File: src/rtl/alu_wide_seq.sv
// alu_wide_seq: sequences NBYTES-wide ADD/SUB/SHL/SHR through an external 8-bit ALU, one byte per cycle.
// Optional: define ALU_WIDE_SEQ_CMP_EN to enable op 100 (CMP: updates flags only, result is kept).
module alu_wide_seq #(
    parameter int NBYTES = 2
) (
    input  logic                  clk,
    input  logic                  rst_n,
    input  logic                  start,
    input  logic [2:0]            op,
    input  logic [8*NBYTES-1:0]   opa,
    input  logic [8*NBYTES-1:0]   opb,
    output logic                  busy,
    output logic                  done,
    output logic [8*NBYTES-1:0]   result,
    output logic                  carry,
    output logic                  zero,
    output logic                  parity,
    output logic [2:0]            alu_cmd,
    output logic [7:0]            alu_a,
    output logic [7:0]            alu_b,
    output logic                  alu_sc,
    input  logic [7:0]            alu_rslt,
    input  logic                  alu_sc_o,
    input  logic                  alu_zero
);
    localparam int W  = 8 * NBYTES;
    localparam int IW = $clog2(NBYTES);
`ifdef ALU_WIDE_SEQ_CMP_EN
    localparam bit CMP_EN = 1'b1;
`else
    localparam bit CMP_EN = 1'b0;
`endif
    localparam logic [IW-1:0] LAST = IW'(NBYTES - 1);

    typedef enum logic [1:0] {IDLE, RUN, DONE} state_t;
    typedef enum logic [2:0] {
        OP_ADD = 3'b000,
        OP_SUB = 3'b001,
        OP_SHL = 3'b010,
        OP_SHR = 3'b011,
        OP_CMP = 3'b100
    } op_t;

    state_t        state;
    op_t           op_q;
    logic [W-1:0]  a_q;
    logic [W-1:0]  b_q;
    logic [W-1:0]  work_q;
    logic [W-1:0]  work_nxt;
    logic [IW-1:0] cnt;
    logic [IW-1:0] idx;
    logic [7:0]    a_byte;
    logic [7:0]    b_byte;
    logic          sc_q;
    logic          zacc;
    logic          op_legal;
    logic          sub_like;

    assign op_legal = (op <= 3'b011) || (CMP_EN && (op == 3'b100));
    assign sub_like = (op_q == OP_SUB) || (op_q == OP_CMP);
    // SHR walks from the top byte down so each byte's shifted-out bit feeds the next lower byte.
    assign idx      = (op_q == OP_SHR) ? LAST - cnt : cnt;
    assign a_byte   = a_q[{idx, 3'b000} +: 8];
    assign b_byte   = b_q[{idx, 3'b000} +: 8];

    always_comb begin
        // NOTE: every output of this block gets a default first so no path infers a latch.
        alu_cmd  = 3'b000;
        alu_a    = 8'h00;
        alu_b    = 8'h00;
        alu_sc   = 1'b0;
        work_nxt = work_q;
        if (state == RUN) begin
            alu_a  = a_byte;
            alu_sc = sc_q;
            case (op_q)
                OP_SHL:  alu_cmd = 3'b001;
                OP_SHR:  alu_cmd = 3'b010;
                default: alu_b   = sub_like ? ~b_byte : b_byte;
            endcase
            work_nxt[{idx, 3'b000} +: 8] = alu_rslt;
        end
    end

    // NOTE: all sequential state uses non-blocking assignments so every register samples pre-edge values.
    always_ff @(posedge clk or negedge rst_n) begin
        if (!rst_n) begin
            state  <= IDLE;
            op_q   <= OP_ADD;
            a_q    <= '0;
            b_q    <= '0;
            work_q <= '0;
            cnt    <= '0;
            sc_q   <= 1'b0;
            zacc   <= 1'b0;
            busy   <= 1'b0;
            done   <= 1'b0;
            result <= '0;
            carry  <= 1'b0;
            zero   <= 1'b0;
            parity <= 1'b0;
        end else begin
            done <= 1'b0;
            case (state)
                IDLE: begin
                    if (start && op_legal) begin
                        state <= RUN;
                        busy  <= 1'b1;
                        op_q  <= op_t'(op);
                        a_q   <= opa;
                        b_q   <= opb;
                        cnt   <= '0;
                        zacc  <= 1'b1;
                        // Two's-complement subtract: A + ~B + 1, the +1 entering as the first carry.
                        sc_q  <= (op == 3'b001) || (op == 3'b100);
                    end
                end
                RUN: begin
                    work_q <= work_nxt;
                    sc_q   <= alu_sc_o;
                    zacc   <= zacc & alu_zero;
                    cnt    <= cnt + IW'(1);
                    if (cnt == LAST) begin
                        state  <= DONE;
                        done   <= 1'b1;
                        carry  <= alu_sc_o;
                        zero   <= zacc & alu_zero;
                        parity <= ^work_nxt;
                        if (op_q != OP_CMP) begin
                            result <= work_nxt;
                        end
                    end
                end
                DONE: begin
                    state <= IDLE;
                    busy  <= 1'b0;
                end
                default: begin
                    state <= IDLE;
                    busy  <= 1'b0;
                end
            endcase
        end
    end

endmodule

File: config.mk
export PLATFORM = sky130hd
export DESIGN_NAME = alu_wide_seq
export DESIGN_NICKNAME = d
export VERILOG_FILES = /design/src/rtl/alu_wide_seq.sv
export SDC_FILE = /design/constraint.sdc
export NUM_CORES = 1
export LEC_CHECK = 0
export ABC_CLOCK_PERIOD_IN_PS = 5500
export CAP_MARGIN = 15
export CORE_ASPECT_RATIO = 1.4
export CORE_UTILIZATION = 45
export CTS_CLUSTER_DIAMETER = 100
export DETAILED_ROUTE_END_ITERATION = 10
export HOLD_SLACK_MARGIN = 0.03
export PLACE_DENSITY = 0.8
export REMOVE_ABC_BUFFERS = 1
export SLEW_MARGIN = 10
export SYNTH_ARGS = -nofsm -noshare
export SYNTH_HDL_FRONTEND = slang
export SYNTH_SLANG_ARGS = --single-unit
File: constraint.sdc
create_clock -name clk -period 5.5 [get_ports clk]
set_input_delay 1.1 -clock clk [delete_from_list [all_inputs] [get_ports clk]]
set_output_delay 1.1 -clock clk [all_outputs]
set_load 0.02 [all_outputs]
==> impl_metrics.toml <==
[critical_path]
critPathKind = "flip-flop to output port"
crit_family = "buffers and inverters"
worst-path-buf-inv = 2
crit_path_top_delay_cell = "clkdlybuf4s50_1"
worstRegToRegCells = 4
max_stage_delay_ns = 0.57
cp-start-kind = "flip-flop"
worstPathRequired_ns = 4.40
endpoint_kind = "output port"
path_cells = "nand3b_1 -> xor2_4 -> buf_4 -> mux2i_1 -> nor2_1 -> clkdlybuf4s50_1"
critPathArrivalTime_ns = 2.65
cp_num_cells = 6
crit_fanout = 11

[global_route]
grt_usage = 0.194
overflow = 0
use_met3 = 0.0390
top_usage_layer = "met2"
grt_pass1_wl_um = 12400
grtUsageMet1 = 0.246
grt_pass1_vias = 2583
antenna_found_initial = 0
grt_use_met2 = 0.322
grt_max_degree = 78

[clocking]
cts_tree = "yes"
htree_levels = 3
ctsHoldBuffers = 0
clock_latency_ns = 0.34
cts_buffers = 9
clk_path_buf_depth = 2
clock_sinks = 77
clk_pin_slew_worst_paths_ns = 0.07
post_cts_resized = 0
cts_setup_buffers = 0
cts-root-buf = "clkbuf_8"

[yosys]
synth-compound-area-share = 0.0171
yosysTopAreaCellShare = 0.536
ys_ff_latch = 77
synth_top_family_by_area = "multiplexers"
yosysWarnings = 0
synthMuxAreaShare = 0.170
synth_xor_xnor_area_share = 0.0895
avgSynthCellArea_um2 = 11.2
netlist_instances = 322
ys_seq_area_frac = 0.536
yosys-top-cells-area = "dfrtp_1, nand2_1, mux2_4"
synth_area_leader_cell = "dfrtp_1"
synthAdderAreaFrac = 0
netlist_area_mm2 = 0.00359
synth_simple_gate_area_share = 0.162
ys_types = 33

[flow_run]
cap_violations = 0

[route]
first_pass_iters = 4
post_drt_wl_per_cell_um = 14.2
ant_nets = 0
wl_um = 7280
drt-vias-per-instance = 4.84
dr_total_vias = 2482
drc = 0
drtIter0Drc = 108

[power_and_ir_drop]
ir_worst_vdd_v = 0.000317
power_w = 0.00312
power_density_mw_per_mm2 = 655
power.leakage_nw = 2.26

[timing]
fin_crit_ns = 3.75
finalSetupViolCount = 0
final_hold_viol_count = 0
fmax_ghz = 0.267
setup_tns_ns = 0
min_period_over_period = 0.682
relSlewSlack = 0.253
clock_skew_ns = 0.00468
slew_violations = 0
rsz0062_at_grt = "false"
tightest_slew_ns = 1.12

[final_layout]
antenna_cells = 0
syn2layout_area_growth_pct = 32.7
final-seq-area_mm2 = 0.00193
fin_util = 0.615
fin_nets = 457
fin_area_mm2 = 0.00477
post_route_cells_drive_above_1_share = 0.140
fillers = 628
multi_input_area_mm2 = 0.00160

[floorplanning]
core_area_mm2 = 0.00775
start_util = 0.464
die_x_um = 77.5
rows = 38
die_h_um = 108
pin_count = 89
die_area_mm2 = 0.00835

[hold_path]
hold_class = "flip-flop to flip-flop"
min_path_cells = 2

[place]
numPortBuffers = 87
gp_congestion = 0.793
post-dp-hpwl_um = 5180
dpl_cell_area_mm2 = 0.00455

[status]
status = "finished, final reports clean"
==> layout by cell type (no fill, tap or decap) <==
master,count
buf_4,3
nand2b_1,2
and2_1,2
dfrtp_1,77
xnor3_1,5
nand2_1,104
o21ai_1,1
or4b_2,1
conb_1,1
nand3_1,1
a31oi_2,1
bufinv_16,2
inv_1,5
and2b_2,1
clkinvlp_4,1
clkbuf_1,1
xnor2_1,13
clkbuf_8,10
mux2_2,17
mux2i_1,18
nand2_8,1
nand3b_1,1
clkdlybuf4s50_1,86
a21oi_1,2
clkinv_2,1
o21ai_0,5
nor3_1,2
mux2_4,16
xor2_1,9
nand2_2,1
o22a_1,1
nor4b_4,1
nor2_4,1
xor2_4,1
nor2_1,19
==> flip-flops by register name, summed over array words and instances, names as in the netlist, 2 cells and up <==
register  flops
a_q          16
b_q          16
result       16
work_q       16
op_q          3
state         2
==> layout make-up <==
cell class | instances | share of cell area
clock inverters | 4 | 0.0152
multi-input cells | 227 | 0.335
inverters | 5 | 0.00394
well taps | 100 | 0.0262
flip-flops and latches | 77 | 0.404
clock buffers | 11 | 0.0297
repair buffers | 89 | 0.185
==> worst register-to-register path: cells and delay by family, from the launching register on <==
family           cells  cell delay [ns]
AO/OA/AOI/OAI        1             0.90
flip-flops           1             0.44
multiplexers         1             0.43
AND/OR/NAND/NOR      2             0.50
==> cell families after synthesis <==
kind of cell / count (synthesis)
mux: 51
flops: 77
xor+xnor: 28
buf+inv: 18
simple gates: 137
compound gates: 10
other cells: 1
==> routing by layer <==
metal,vias to the layer above,wire [um]
li1,1215,-
met1,1187,3270
met2,68,3640
met3,12,233
met4,0,144
met5,-,0
==> per-stage QoR <==
stage,instances,setup WS (ns),hold WS [ns]
3_3_place_gp,498,2.15,0.457
2_1_floorplan,309,2.09,0.445
5_1_grt,513,1.57,0.490
4_1_cts,513,1.70,0.481
3_5_place_dp,498,2.10,0.462
6_report,513,1.75,0.474
==> cell usage after synthesis <==
cell type,count
nand2b_1,2
o22a_1,1
nor2_1,19
o21ai_1,1
conb_1,1
and2_1,2
xnor3_1,5
xor2_1,9
mux2i_1,18
clkbuf_1,7
nor4b_2,1
inv_1,5
xnor2_1,13
buf_2,1
mux2_2,17
nand2_1,104
mux2_4,16
or4b_2,1
a31oi_2,1
and2b_2,1
nor2_4,1
nand3b_1,1
nand3_1,1
nand2_8,1
a21oi_1,2
o21ai_0,5
dfrtp_1,77
xor2_2,1
nand2_2,1
buf_6,1
nor3_1,2
buf_4,3
buf_1,1
==> worst paths after layout <==
kind	endpoint	slack (ns)	startpoint
worst max-delay path	alu_a[7]	1.75	op_q[2]
max in group asynchronous	result[6]	3.98	rst_n
worst min register to register	b_q[10]	0.47	b_q[10]
worst min-delay path	b_q[10]	0.47	b_q[10]
min in group asynchronous	result[7]	0.88	rst_n
worst max register to register	result[13]	3.12	state[1]
==> where the power goes <==
| group | total (W) | switching, W | internal, W |
|---|---|---|---|
| logic | 0.00163 | 0.000755 | 0.000877 |
| registers | 0.00102 | 0.000177 | 0.000848 |
| clock network | 0.000466 | 0.000200 | 0.000265 |
| total | 0.00312 | 0.00113 | 0.00199 |
No activity file was read; power rests on OpenSTA's default activity.
